## config.mk

```make
export PLATFORM = sky130hd
export DESIGN_NAME = tx_iq_streamer
export DESIGN_NICKNAME = d
export VERILOG_FILES = /design/src/rtl/tx_iq_streamer.sv
export SDC_FILE = /design/constraint.sdc
export NUM_CORES = 1
export LEC_CHECK = 0
export ABC_AREA = 1
export CAP_MARGIN = 20
export CELL_PAD_IN_SITES_DETAIL_PLACEMENT = 1
export CELL_PAD_IN_SITES_GLOBAL_PLACEMENT = 2
export CORE_ASPECT_RATIO = 1.25
export CORE_MARGIN = 2
export CORE_UTILIZATION = 23
export CTS_CLUSTER_DIAMETER = 120
export DETAILED_ROUTE_END_ITERATION = 7
export GPL_TIMING_DRIVEN = 0
export PLACE_DENSITY_LB_ADDON = 0.1
export SKIP_CTS_REPAIR_TIMING = 1
export SYNTH_ARGS = -nofsm -noshare
export SYNTH_HDL_FRONTEND = slang
export SYNTH_SLANG_ARGS = --single-unit
```

## constraint.sdc

```tcl
create_clock -name clk -period 1.94 [get_ports clk]
set_input_delay 0.388 -clock clk [delete_from_list [all_inputs] [get_ports clk]]
set_output_delay 0.388 -clock clk [all_outputs]
set_load 0.02 [all_outputs]
```

## src/rtl/tx_iq_streamer.sv

```systemverilog
// Paces tx IQ samples from a first-word-fall-through FIFO to the DAC, one per strobe.
// Handles prefill, underrun zero-fill, a programmable zero tail and stream boundary pulses.
module tx_iq_streamer #(
  parameter int unsigned IQ_WIDTH    = 32,
  parameter int unsigned LEVEL_WIDTH = 10
) (
  input  logic                   clk,
  input  logic                   rst,
  input  logic                   sample_strobe,
  input  logic                   phy_tx_started,
  input  logic                   phy_tx_done,
  input  logic                   fifo_empty,
  input  logic [IQ_WIDTH-1:0]    fifo_rd_data,
  input  logic [LEVEL_WIDTH-1:0] fifo_data_count,
  output logic                   fifo_rd_en,
  input  logic [LEVEL_WIDTH-1:0] start_level,
  input  logic [7:0]             tail_zero_count_top,
  output logic [IQ_WIDTH-1:0]    dac_iq,
  output logic                   dac_iq_valid,
  output logic                   tx_streaming,
  output logic                   pulse_stream_start,
  output logic                   pulse_stream_end,
  output logic                   underrun_pulse,
  output logic [15:0]            underrun_count
);

  typedef enum logic [1:0] {
    S_IDLE   = 2'd0,
    S_ARMED  = 2'd1,
    S_STREAM = 2'd2,
    S_TAIL   = 2'd3
  } state_t;

  state_t              state_q, state_d;
  logic                done_seen_q, done_seen_d;
  logic [7:0]          tail_cnt_q, tail_cnt_d;
  logic [IQ_WIDTH-1:0] dac_iq_q, dac_iq_d;
  logic                dac_iq_valid_q, dac_iq_valid_d;
  logic                tx_streaming_q, tx_streaming_d;
  logic                start_q, start_d;
  logic                end_q, end_d;
  logic                underrun_q, underrun_d;
  logic [15:0]         underrun_cnt_q, underrun_cnt_d;
  logic                done_eff;

  // A done pulse on the current cycle counts as already seen.
  assign done_eff = done_seen_q | phy_tx_done;

  always_comb begin
    state_d        = state_q;
    done_seen_d    = done_seen_q | phy_tx_done;
    tail_cnt_d     = tail_cnt_q;
    dac_iq_d       = dac_iq_q;
    dac_iq_valid_d = sample_strobe;
    start_d        = 1'b0;
    end_d          = 1'b0;
    underrun_d     = 1'b0;
    underrun_cnt_d = underrun_cnt_q;
    fifo_rd_en     = 1'b0;

    case (state_q)
      S_IDLE: begin
        dac_iq_d    = '0;
        tail_cnt_d  = 8'd0;
        done_seen_d = phy_tx_started & phy_tx_done;
        if (phy_tx_started) state_d = S_ARMED;
      end
      S_ARMED: begin
        dac_iq_d = '0;
        if ((fifo_data_count >= start_level) || (done_eff && !fifo_empty)) begin
          state_d = S_STREAM;
          start_d = 1'b1;
        end else if (done_eff && fifo_empty) begin
          state_d = S_IDLE;
        end
      end
      S_STREAM: begin
        if (sample_strobe) begin
          if (!fifo_empty) begin
            fifo_rd_en = 1'b1;
            dac_iq_d   = fifo_rd_data;
          end else if (done_eff) begin
            dac_iq_d = '0;
            if (tail_zero_count_top == 8'd0) begin
              state_d = S_IDLE;
              end_d   = 1'b1;
            end else begin
              state_d    = S_TAIL;
              tail_cnt_d = 8'd0;
            end
          end else begin
            dac_iq_d   = '0;
            underrun_d = 1'b1;
            if (underrun_cnt_q != 16'hFFFF) underrun_cnt_d = underrun_cnt_q + 16'd1;
          end
        end
      end
      S_TAIL: begin
        if (sample_strobe) begin
          dac_iq_d   = '0;
          tail_cnt_d = tail_cnt_q + 8'd1;
          if (tail_cnt_q == 8'(tail_zero_count_top - 8'd1)) begin
            state_d = S_IDLE;
            end_d   = 1'b1;
          end
        end
      end
      default: state_d = S_IDLE;
    endcase

    if ((state_d == S_IDLE) && (state_q != S_IDLE)) done_seen_d = 1'b0;
    tx_streaming_d = (state_d == S_STREAM) || (state_d == S_TAIL);
  end

  always_ff @(posedge clk or posedge rst) begin
    if (rst) begin
      state_q        <= S_IDLE;
      done_seen_q    <= 1'b0;
      tail_cnt_q     <= 8'd0;
      dac_iq_q       <= '0;
      dac_iq_valid_q <= 1'b0;
      tx_streaming_q <= 1'b0;
      start_q        <= 1'b0;
      end_q          <= 1'b0;
      underrun_q     <= 1'b0;
      underrun_cnt_q <= 16'd0;
    end else begin
      state_q        <= state_d;
      done_seen_q    <= done_seen_d;
      tail_cnt_q     <= tail_cnt_d;
      dac_iq_q       <= dac_iq_d;
      dac_iq_valid_q <= dac_iq_valid_d;
      tx_streaming_q <= tx_streaming_d;
      start_q        <= start_d;
      end_q          <= end_d;
      underrun_q     <= underrun_d;
      underrun_cnt_q <= underrun_cnt_d;
    end
  end

  assign dac_iq             = dac_iq_q;
  assign dac_iq_valid       = dac_iq_valid_q;
  assign tx_streaming       = tx_streaming_q;
  assign pulse_stream_start = start_q;
  assign pulse_stream_end   = end_q;
  assign underrun_pulse     = underrun_q;
  assign underrun_count     = underrun_cnt_q;

endmodule

```

======== Word-level counts from Yosys, hierarchy flattened ========
Cells that the tools add are included.
word-level totals
  output and inout port bits .............. 54
  logic and storage cells ................. 82
  register bits ........................... 64
  input bits .............................. 66
cells by class
  magnitude comparators ................... 1
  bitwise logic cells ..................... 3
  equal/unequal tests ..................... 12
  add/sub/neg operators ................... 3
  reductions and logical operators ........ 15
  multiplexer cells ....................... 38
operators by type and width
  cell                                                                number
  32-bit 2-to-1 mux                                                   3
  32-bit one-hot mux with 3 select lines                              1
  8-bit 2-to-1 mux                                                    5
  8-bit one-hot mux with 3 select lines                               1
  2-bit 2-to-1 mux                                                    9
  1-bit 2-to-1 mux                                                    17
  16-bit by 1-bit adder with 16-bit output, second input constant     1
  16-bit inequality test, second input constant                       1
  10-bit greater-or-equal comparator                                  1
  2-bit inequality test, second input constant                        5
  8-bit by 1-bit adder with 8-bit output, second input constant       1
  2-bit == test, second input constant                                4
  8-bit == test                                                       1
  8-bit zero test                                                     1
  2-bit one-hot mux with 4 select lines                               1
  8-bit by 1-bit subtractor with 8-bit output, second input constant  1
  6-bit AND reduction                                                 1
  5-bit AND reduction                                                 1
  2-bit zero test                                                     2
  1-bit logical AND                                                   3
  3-bit nonzero test                                                  1
  2-bit by 1-bit == test with 1-bit output, second input constant     1
  1-bit logical OR                                                    2
  1-bit one-hot mux with 2 select lines                               1
  other kinds (7)                                                     7

======== Logic depth before layout (Yosys ltp) ========
  depth in word-level cells ............... 9
  mapped depth ............................ 16
  mapped depth without buffers ............ 16

======== Worst setup path after synthesis ========
OpenSTA, ideal clock, no wires.
  path type ............................... register to register
  from .................................... register state_q[1]
  to ...................................... register underrun_cnt_q[15], in the netlist underrun_count[15]
  data arrival time ....................... 1.856 ns
  data required time ...................... 1.818 ns
  path buffers ............................ 0
  setup slack ............................. -0.038 ns
  setup time .............................. 0.122 ns
  stages on the path, launching flop included .. 10
  period minus slack after synthesis ...... 1.978 ns
  path through ............................ dfrtp_1 ha_1 nand2_4 nor3_4 nand2_4 nor2_4 nand2_4 nor3_4 nand3_2 xor2_1
on the way
  longest elaborated chain between the ends .. 2
RTL lines
  element                               line  text
  start: declaration                    34    state_t state_q, state_d;
  start signal: assignment              128   state_q <= state_d;
  2-bit == test                         61    case (state_q)
  5-bit AND reduction (no source line)  n/a
  end signal: assignment                137   underrun_cnt_q <= underrun_cnt_d;
  end: declaration                      43    logic [15:0] underrun_cnt_q, underrun_cnt_d;
Every way passes these cells.
A chain may end at the register's enable or synchronous reset.

======== Worst setup path after layout ========
  from .................................... register state_q[1]
  to ...................................... register tail_cnt_q[6]
on the way
  longest elaborated chain between the ends .. 3
  elaborated cells between the ends (all ways) .. 11
  those cells by class .................... eq/ne: 7; mux: 1; reduce/logical: 3
RTL lines
  element                                                                              line  text
  2-bit == test / 2-bit zero test (equally long branches)                              61
  2-bit inequality test (no source line) / 3-bit nonzero test (equally long branches)  n/a
  6-bit AND reduction (no source line)                                                 n/a
  end signal: assignment                                                               130   tail_cnt_q <= tail_cnt_d;
  end: declaration                                                                     36    logic [7:0] tail_cnt_q, tail_cnt_d;
Parallel ways exist; a longest one is shown, timed or not.

==> metrics.csv <==
metric,value,unit
Fin Hold WS,0.367,ns
"Reg clk slew, reported paths",0.06,ns
post-synthesis cell count,457,
GRT Total Usage,13.7,%
core area,15400,sq um
clk buf depth,2,
Worst slew margin,55.5,%
Min-Delay Path Class,in2reg,
largest net degree at the start of global routing,38,
Layout area overhead,65.2,%
CTS tree,done,
syn avg cell area,7.85,sq um
number of top-level pins,120,
worst-margin pin slew,0.666,ns
failing checks,setup timing,
detailed placer's ending HPWL,8230,um
initial antenna violation count,0,
max cap viols,0,
vias in the first global route,3606,
Routed WL,11200,um
port bufs,119,
Crit Path Class,reg2reg,
Vias,3467,
"Seq/Total Area, Yosys",43.9,%
clock root buffer,clkbuf_16,
CP Launch Type,flip-flop,
footprint of the multi-input gates,2000,sq um
clock skew,0.00454,ns
proportion of layout cells with a drive suffix above 1,19.2,%
Diodes inserted,0,
Area contributors post-synth,"dfrtp_1 (44%), nand2_1 (14%), nand3_1 (7.4%)",
Tcrit/Tclk final,104,%
Vert. Die Dim,144,um
crit path max fanout,6,
worst vdd ir,0.373,mV
# setup viols final,4,
Worst EP required,2.21,ns
"Slew Viols, Final",0,
Post-synth ARST share,100,%
"Top FF cell, synth",dfrtp_1,
Initial DRC Count,87,
vias per inst,4.20,
# fillers,1842,
First-pass DRT Iterations,3,
Synth area leader,dfrtp_1,
total die area,16600,sq um
Post-synth EDFFs,0,
starting density of the core,23.2,%
WL/cell,13.6,um
clock sinks,63,
GR Overflow Total,0,
"Net Count, Synth",542,
RSZ-0062 raised after global routing,true,
CTS H-tree depth,3,
Routed Antenna Nets,0,
#FFs+latches synth,63,
total number of yosys warnings,0,
area occupied by registers,1580,sq um
maximum clock rate,498,MHz
status,"finished, violations left",
DIE WIDTH,116,um
static leakage,3.09,nW
# rows,51,
# nets final,693,
final hold violations,0,
RePlAce Congestion,0.732,
Mapped Area,3590,sq um
fin crit period,2.01,ns
CP Capture Type,flip-flop,
"Distinct cells, synth",29,
Commonest cells post-synth,"nand2_1 (136), dfrtp_1 (63), inv_1 (63)",
top-count cell post-synth,nand2_1,
final setup margin,-0.0697,ns
final setup TNS,-0.138,ns
insertion delay to the later sink of the worst-skew pair,0.34,ns
Synth top area share,43.9,%
DRC,0,
first-pass GRT wire length,17700,um
CTS Buf Count,9,
P per Cell Area,876,nW/um^2
crit path DAT,2.28,ns
-- area by class of cell --
cell class / instances / share of cell area, %
clock inverters: 2 / 1.01
repair buffers: 140 / 24.2
inverters: 65 / 4.31
flip-flops and latches: 63 / 26.6
well taps: 212 / 4.48
clock buffers: 14 / 4.79
multi-input cells: 319 / 33.7
plain buffers: 10 / 0.844
-- critical path, stage by stage, from the launching register on --
cell     delay (ns)
dfrtp_2        0.44
buf_12         0.14
ha_4           0.18
o21ai_4        0.24
inv_4          0.06
a21oi_4        0.14
nand2_4        0.10
nor3_4         0.23
nand3_2        0.12
o21ai_1        0.15
nand2_1        0.06
nor2_1         0.08
-- state kept, by name, indices dropped and copies added (netlist names) --
| signal | cells |
|---|---|
| tail_cnt_q | 8 |
| underrun_pulse | 1 |
| done_seen_q | 1 |
| underrun_count | 16 |
| dac_iq | 32 |
| dac_iq_valid | 1 |
| state_q | 2 |
| pulse_stream_start | 1 |
| pulse_stream_end | 1 |
-- metal layers --
layer	vias to the layer above	GRT usage (%)	part of all wire, %
met3	16	3.96	5.9
li1	1737	-	-
met2	79	22.1	48
met5	-	0	0
met4	0	6.39	2.3
met1	1635	16.8	43
-- placed cells by master, fill, tap and decap left out, drive strengths merged, types with 9 or more instances in the layout --
cell	count
nor3	13
dfrtp	63
clkdlybuf4s50	91
o21ai	9
clkbuf	25
buf	22
nand2	140
inv	64
nand3	55
nor2	40
ha	19
xor2	15
dlymetal6s2s	26
a21oi	12
-- stage by stage --
step	instances	setup WS [ns]	total power [mW]	utilization (%)	cell area, sq um
floorplan	457	0.00467	2.47	-	3590
global placement	788	-0.728	3.08	32.7	5050
detailed placement	789	-0.733	3.10	32.8	5070
CTS	805	-0.600	5.01	35.1	5420
global route	825	-0.224	5.53	38.4	5930
finish	825	-0.0697	5.19	38.4	5930
-- kinds of logic after synthesis --
group           after synthesis  synth area share [%]
fa+ha+maj                    19                  6.62
simple gates                257                  32.7
buf+inv                      75                  7.95
flops                        63                  43.9
compound gates               24                  4.15
xor+xnor                     19                  4.64
-- where the power goes --
| part | internal [mW] | switching [mW] | leakage, nW | total (mW) |
|---|---|---|---|---|
| Clock | 1.27 | 0.591 | 0.169 | 1.86 |
| Combinational | 0.768 | 0.999 | 2.08 | 1.77 |
| Sequential | 1.45 | 0.112 | 0.843 | 1.57 |
| Total | 3.49 | 1.70 | 3.09 | 5.19 |
-- worst paths after layout --
kind | from | endpoint | slack, ns | depth (start not counted)
max | state_q[1] | tail_cnt_q[6] | -0.07 | 11
min | sample_strobe | dac_iq_valid | 0.37 | 1
max reg2reg | state_q[1] | tail_cnt_q[6] | -0.07 | 11
min reg2reg | dac_iq[31] | dac_iq[31] | 0.48 | 2
max in group asynchronous | rst | state_q[0] | 0.83 | 3
min in group asynchronous | rst | underrun_count[4] | 0.49 | 2
Note: power is estimated with default switching activity, not from simulation.
